<file path="config.mk">
export PLATFORM = sky130hd
export DESIGN_NAME = keypad_emulator
export DESIGN_NICKNAME = d
export VERILOG_FILES = /design/src/rtl/keypad_emulator.sv
export SDC_FILE = /design/constraint.sdc
export NUM_CORES = 1
export LEC_CHECK = 0
export BUFFER_PORTS_ARGS = -buffer_cell sky130_fd_sc_hd__buf_2
export CORE_ASPECT_RATIO = 0.7
export CORE_MARGIN = 2
export CORE_UTILIZATION = 50
export CTS_CLUSTER_SIZE = 14
export DETAILED_ROUTE_END_ITERATION = 16
export GPL_TIMING_DRIVEN = 1
export PLACE_DENSITY_LB_ADDON = 0.08
export SKIP_CTS_REPAIR_TIMING = 1
export SLEW_MARGIN = 20
export SYNTH_ARGS = -nofsm -noshare
export SYNTH_HDL_FRONTEND = slang
export SYNTH_SLANG_ARGS = --single-unit
export TNS_END_PERCENT = 10
</file>
<file path="constraint.sdc">
create_clock -name clock -period 1.9 [get_ports clock]
set_clock_uncertainty 0.1 [all_clocks]
set_input_delay 0.095 -clock clock [delete_from_list [all_inputs] [get_ports clock]]
set_output_delay 0.095 -clock clock [all_outputs]
set_load 0.01 [all_outputs]
</file>
<file path="src/rtl/keypad_emulator.sv">
// Device-side 3x4 keypad model: queued key codes are "pressed" for a programmed time,
// driving the key's row while the scanner drives its column. Optional contact bounce: KEYPAD_EMULATOR_BOUNCE_EN.
module keypad_emulator #(
  parameter int unsigned HOLD_CYCLES    = 16,
  parameter int unsigned RELEASE_CYCLES = 8,
  parameter int unsigned DEPTH_LOG2     = 2,
  parameter int unsigned BOUNCE_CYCLES  = 4
) (
  input  logic       clock,
  input  logic       resetN,
  input  logic [3:0] keyCode,
  input  logic       keyValid,
  output logic       keyReady,
  input  logic [2:0] activeColumn,
  output logic [3:0] activeRow,
  output logic       busy,
  output logic       keyDropped
);

  localparam int unsigned DEPTH   = 1 << DEPTH_LOG2;
  localparam int unsigned PW      = DEPTH_LOG2 + 1;
  localparam int unsigned MAX_HR  = (HOLD_CYCLES > RELEASE_CYCLES) ? HOLD_CYCLES : RELEASE_CYCLES;
  localparam int unsigned MAX_CNT = (MAX_HR > BOUNCE_CYCLES) ? MAX_HR : BOUNCE_CYCLES;
  localparam int unsigned CNT_W   = (MAX_CNT > 1) ? $clog2(MAX_CNT) : 1;

  typedef enum logic [1:0] {
    ST_IDLE    = 2'd0,
    ST_PRESS   = 2'd1,
    ST_RELEASE = 2'd2
`ifdef KEYPAD_EMULATOR_BOUNCE_EN
    , ST_BOUNCE = 2'd3
`endif
  } state_e;

`ifdef KEYPAD_EMULATOR_BOUNCE_EN
  // Bounce offset (BOUNCE_CYCLES-1-cnt) is even on closed cycles; compare LSB parity.
  localparam logic BOUNCE_PH = 1'((BOUNCE_CYCLES - 1) % 2);
`endif

  state_e           state_q, state_d;
  logic [CNT_W-1:0] cnt_q, cnt_d;
  logic [3:0]       cur_key_q, cur_key_d;
  logic [PW-1:0]    wr_ptr_q, wr_ptr_d;
  logic [PW-1:0]    rd_ptr_q, rd_ptr_d;
  logic [3:0]       row_q, row_d;
  logic             dropped_q, dropped_d;
  logic [3:0]       mem_q [DEPTH];

  logic       full, empty, accept, push, pop, contact;
  logic [3:0] head;
  logic [2:0] key_col;
  logic [3:0] key_row;

  always_comb begin
    full      = (wr_ptr_q[DEPTH_LOG2] != rd_ptr_q[DEPTH_LOG2]) &&
                (wr_ptr_q[DEPTH_LOG2-1:0] == rd_ptr_q[DEPTH_LOG2-1:0]);
    empty     = (wr_ptr_q == rd_ptr_q);
    accept    = keyValid && !full;
    push      = accept && (keyCode < 4'd12);
    dropped_d = accept && !(keyCode < 4'd12);
    head      = mem_q[rd_ptr_q[DEPTH_LOG2-1:0]];
    wr_ptr_d  = push ? wr_ptr_q + PW'(1) : wr_ptr_q;
    rd_ptr_d  = pop  ? rd_ptr_q + PW'(1) : rd_ptr_q;
  end

  always_comb begin
    state_d   = state_q;
    cnt_d     = cnt_q;
    cur_key_d = cur_key_q;
    pop       = 1'b0;
    contact   = 1'b0;
    case (state_q)
      ST_IDLE: begin
        if (!empty) begin
          pop       = 1'b1;
          cur_key_d = head;
`ifdef KEYPAD_EMULATOR_BOUNCE_EN
          state_d   = ST_BOUNCE;
          cnt_d     = CNT_W'(BOUNCE_CYCLES - 1);
`else
          state_d   = ST_PRESS;
          cnt_d     = CNT_W'(HOLD_CYCLES - 1);
`endif
        end
      end
      ST_PRESS: begin
        contact = 1'b1;
        if (cnt_q == '0) begin
          state_d = ST_RELEASE;
          cnt_d   = CNT_W'(RELEASE_CYCLES - 1);
        end else begin
          cnt_d = cnt_q - CNT_W'(1);
        end
      end
      ST_RELEASE: begin
        if (cnt_q != '0) begin
          cnt_d = cnt_q - CNT_W'(1);
        end else if (!empty) begin
          pop       = 1'b1;
          cur_key_d = head;
`ifdef KEYPAD_EMULATOR_BOUNCE_EN
          state_d   = ST_BOUNCE;
          cnt_d     = CNT_W'(BOUNCE_CYCLES - 1);
`else
          state_d   = ST_PRESS;
          cnt_d     = CNT_W'(HOLD_CYCLES - 1);
`endif
        end else begin
          state_d = ST_IDLE;
        end
      end
`ifdef KEYPAD_EMULATOR_BOUNCE_EN
      ST_BOUNCE: begin
        contact = (cnt_q[0] == BOUNCE_PH);
        if (cnt_q == '0) begin
          state_d = ST_PRESS;
          cnt_d   = CNT_W'(HOLD_CYCLES - 1);
        end else begin
          cnt_d = cnt_q - CNT_W'(1);
        end
      end
`endif
      default: state_d = ST_IDLE;
    endcase
  end

  always_comb begin
    key_col = '0;
    key_row = '0;
    case (cur_key_q)
      4'd1:  begin key_col = 3'b100; key_row = 4'b1000; end
      4'd2:  begin key_col = 3'b010; key_row = 4'b1000; end
      4'd3:  begin key_col = 3'b001; key_row = 4'b1000; end
      4'd4:  begin key_col = 3'b100; key_row = 4'b0100; end
      4'd5:  begin key_col = 3'b010; key_row = 4'b0100; end
      4'd6:  begin key_col = 3'b001; key_row = 4'b0100; end
      4'd7:  begin key_col = 3'b100; key_row = 4'b0010; end
      4'd8:  begin key_col = 3'b010; key_row = 4'b0010; end
      4'd9:  begin key_col = 3'b001; key_row = 4'b0010; end
      4'd10: begin key_col = 3'b100; key_row = 4'b0001; end
      4'd0:  begin key_col = 3'b010; key_row = 4'b0001; end
      4'd11: begin key_col = 3'b001; key_row = 4'b0001; end
      default: ;
    endcase
    row_d = (contact && ((activeColumn & key_col) != '0)) ? key_row : '0;
  end

  always_ff @(posedge clock or negedge resetN) begin
    if (!resetN) begin
      state_q   <= ST_IDLE;
      cnt_q     <= '0;
      cur_key_q <= '0;
      wr_ptr_q  <= '0;
      rd_ptr_q  <= '0;
      row_q     <= '0;
      dropped_q <= 1'b0;
    end else begin
      state_q   <= state_d;
      cnt_q     <= cnt_d;
      cur_key_q <= cur_key_d;
      wr_ptr_q  <= wr_ptr_d;
      rd_ptr_q  <= rd_ptr_d;
      row_q     <= row_d;
      dropped_q <= dropped_d;
    end
  end

  always_ff @(posedge clock) begin
    if (push) begin
      mem_q[wr_ptr_q[DEPTH_LOG2-1:0]] <= keyCode;
    end
  end

  assign keyReady   = !full;
  assign activeRow  = row_q;
  assign keyDropped = dropped_q;
  assign busy       = (state_q != ST_IDLE) || !empty;

endmodule

</file>
==> metrics.md <==
| Metric | Value |
|---|---|
| Cell internal pwr | `2.60 mW` |
| Total power per unit cell area | `1720 nW/µm²` |
| Data arrival at the endpoint of the critical path | `1.89 ns` |
| Share of power burned in combinational logic | `46.0%` |
| Slew at the pin closest to its max-slew limit | `0.526 ns` |
| Number of synthesized flops with an enable pin | `16` |
| Time the final worst path needs with I/O delays and setup | `1.82 ns` |
| I/O pin cnt | `17` |
| Initial core utilization | `51.5%` |
| Largest fanout on the critical path | `5` |
| Unrepaired setup endpoints after global routing | `false` |
| Die outline width | `79.8 µm` |
| Routed length per instance | `around 16 µm` |
| Residual DRC | `0` |
| CTS Sinks | `37` |
| Root cell of the clock tree | `clkbuf_8` |
| Total count of max-transition violations in the final report | `0` |
| Total Negative Setup Slacks | `0 ns` |
| Run status | `completed` |
| Switching share of total power | `37.6%` |
| Fin worst setup slack | `0.0836 ns` |
| Max cap viols | `0` |
| Number of buffers on the longest clock path | `2` |
| Crit path required time | `roughly 2.0 ns` |
| Endpoint of the worst-slack reg-to-reg timing path | `cur_key_q[2]` |
| Vias in the first global route | `1309` |
| Layout cells sized above 1 | `28.9%` |
| Relative contribution of sequential cells to total power | `34.2%` |
| Antenna violations before repair | `0` |
| First-pass detailed-route iteration total | `4` |
| First-pass GRT wire length | `6.33 mm` |
| Leakage power of the design | `1.00 nW` |
| Detailed-route vias per instance | `about 5.5` |
| Clk slew on worst S/H paths | `0.08 ns` |
| Library cell with the highest instance count after synthesis | `dfrtp_1` |
| Synth-to-layout area growth | `20.4%` |
| Number of failing setup endpoints in the final timing report | `0` |
| Detail Route Antenna Nets | `0` |
| Reg-to-reg slack, setup | `~0.084 ns` |
| Dominant cells by area after synthesis | `dfrtp_1 26%, edfxtp_1 24%, ha_1 6.8%` |
| Headroom to the max-slew limit | `64.7%` |
| WL final | `3.92 mm` |
| Kind of end point of the critical path | `flip-flop` |
| Post-route core utilization | `62.0%` |
| Fin crit share | `a little over nine tenths` |
| Yosys reg bits | `37` |
| Global Route Usage Sum | `18.5%` |
| Flip-flop cell with the highest count after synthesis | `dfrtp_1` |
| Max VDD drop | `877 µV` |
| Post-Place Setup Slack | `-0.0179 ns` |
| Final Wtd Congestion | `0.822` |
| CTS tree | `built` |
| Clock H-tree levels | `2` |
| Setup crit start kind | `flip-flop` |
| Sequential share of the synthesized area | `50.1%` |
| Core area | `3900 µm²` |
| Die boundary height | `57.0 µm` |
| Category of the critical setup timing path | `reg2reg` |
| Nets | `214` |
| Number of failing hold endpoints at the final stage | `0` |
| Number of input and output port buffers inserted | `16` |
| Switching power | `1.57 mW` |
| Number of cells traversed by the worst hold path | `3` |
| Sum of net half-perimeters after detailed placement | `2.73 mm` |
| Top cell types by occurrence after synthesis | `21 x dfrtp_1, 16 x edfxtp_1, 11 x ha_1` |
| Global route overflow | `0` |
| Number of rows created at floorplan | `19` |
| Mean Syn Cell Area | `12.4 µm²` |
| Area fraction of the dominant cell type after synthesis | `26.2%` |
| Hold endpoint | `activeRow[3]` |
| Via total after detailed routing | `1345` |
| Mapped Nets | `183` |
| Number of library cell types mapped by synthesis | `47` |
| Proportion of power drawn by the clock network | `19.8%` |
| Synth async-reset ratio | `56.8%` |
| Launch instance of the worst register-to-register path | `cnt_q[0]` |
| Top achievable clock speed | `around 550 MHz` |
| Number of warnings printed during yosys synthesis | `0` |
| Post-Synthesis Cell Area | `2010 µm²` |
| Post-synth top area cell | `dfrtp_1` |
| Beginning of the worst hold path | `activeColumn[2]` |
| Maximum number of pins on one net before global-route repair | `22` |
| Total Die Area | `4550 µm²` |
| Insertion delay to the later sink of the worst-skew pair | `between 0.2 and 0.3 ns` |
| Antenna Cells | `0` |
| DRT iter0 DRCs | `79` |
| Number of cells on the worst reg-to-reg path | `6` |
| Clock buffer count from CTS | `5` |
| HP Class | `in2reg` |
| Gate count after technology mapping | `162` |
[area by class of cell]
type / count / area [µm²]
tap: 52 / 65.1
sequential: 37 / 1010
timing repair buffer: 30 / 200
inverter: 8 / 30.0
clock buffer: 5 / 68.8
multi-input combinational: 111 / 978
fill: 328 / 1480
clock inverter: 3 / 68.8
[cell usage in the layout, fill, tap and decap left out, types with 4 or more instances in the layout]
cell type | Yosys | final
a21oi_1 | 9 | 9
nand2_1 | 10 | 10
ha_1 | 11 | 10
mux2_2 | 5 | 5
inv_1 | 8 | 6
nor2_1 | 8 | 8
edfxtp_1 | 16 | 16
clkbuf_8 | 0 | 5
dlygate4sd3_1 | 0 | 6
buf_4 | 0 | 8
dfrtp_1 | 21 | 20
o21ai_0 | 7 | 7
xnor2_1 | 4 | 4
mux4_1 | 4 | 4
a21o_1 | 4 | 4
buf_2 | 5 | 16
[flip-flops by register name (all words and copies together), names as in the netlist]
| signal | cells |
|---|---|
| mem_q | 16 |
| cnt_q | 4 |
| cur_key_q | 4 |
| keyDropped | 1 |
| wr_ptr_q | 3 |
| activeRow | 4 |
| state_q | 2 |
| rd_ptr_q | 3 |
[stage by stage]
stage	instance area [µm²]	total power, mW	hold slack, ns	cells
after floorplan	2010	2.76	-0.301	162
after global placement	2170	3.14	-0.0185	230
after detailed placement	2170	3.21	-0.0131	230
after CTS	2310	4.05	-0.323	238
after global routing	2420	4.48	0.160	246
final	2420	4.17	0.150	246
[logic make-up after synthesis]
kind of cell	synth area share, %
AOI/OAI and AO/OA	13.6
xor gates and xnor gates	4.61
adders and majority gates	6.85
buffers and inverters	2.93
DFF	50.1
muxes	8.03
and+or+nand+nor	13.9
[worst max path at each step]
stage                     startpoint           end  slack, ns  cells past startpoint
after floorplan             cnt_q[0]  cur_key_q[0]       0.12                      6
after global placement      cnt_q[0]  cur_key_q[0]       0.05                      6
after detailed placement    cnt_q[0]  cur_key_q[0]      -0.02                      6
after CTS                   cnt_q[0]  cur_key_q[3]      -0.04                      6
after global routing        cnt_q[0]      cnt_q[1]      0.005                      6
final                       cnt_q[0]  cur_key_q[2]       0.08                      6
[power by group through the flow]
stage | logic, mW | clock network (mW) | registers, mW
after floorplan | 1.47 | 0 | 1.28
after global routing | 2.13 | 0.883 | 1.47
after CTS | 1.81 | 0.838 | 1.41
after detailed placement | 1.79 | 0 | 1.42
final | 1.91 | 0.825 | 1.43
after global placement | 1.74 | 0 | 1.40
[critical path, stage by stage, from the launching register on]
cell and delay [ns]:
dfrtp_1 0.40, inv_2 0.08, ha_4 0.17, nor3b_2 0.15, and2_1 0.22, o21ai_4 0.23, mux2_2 0.35
[layer usage]
metal	up-vias	routed length, µm	track usage [%]	part of all wire (%)
met4	0	17	3.63	0.43
met1	666	1920	26.0	49
met3	2	120	5.70	3.1
li1	660	-	-	-
met2	17	1860	29.1	47
met5	-	0	0	0
No activity file was read; power rests on OpenSTA's default activity.
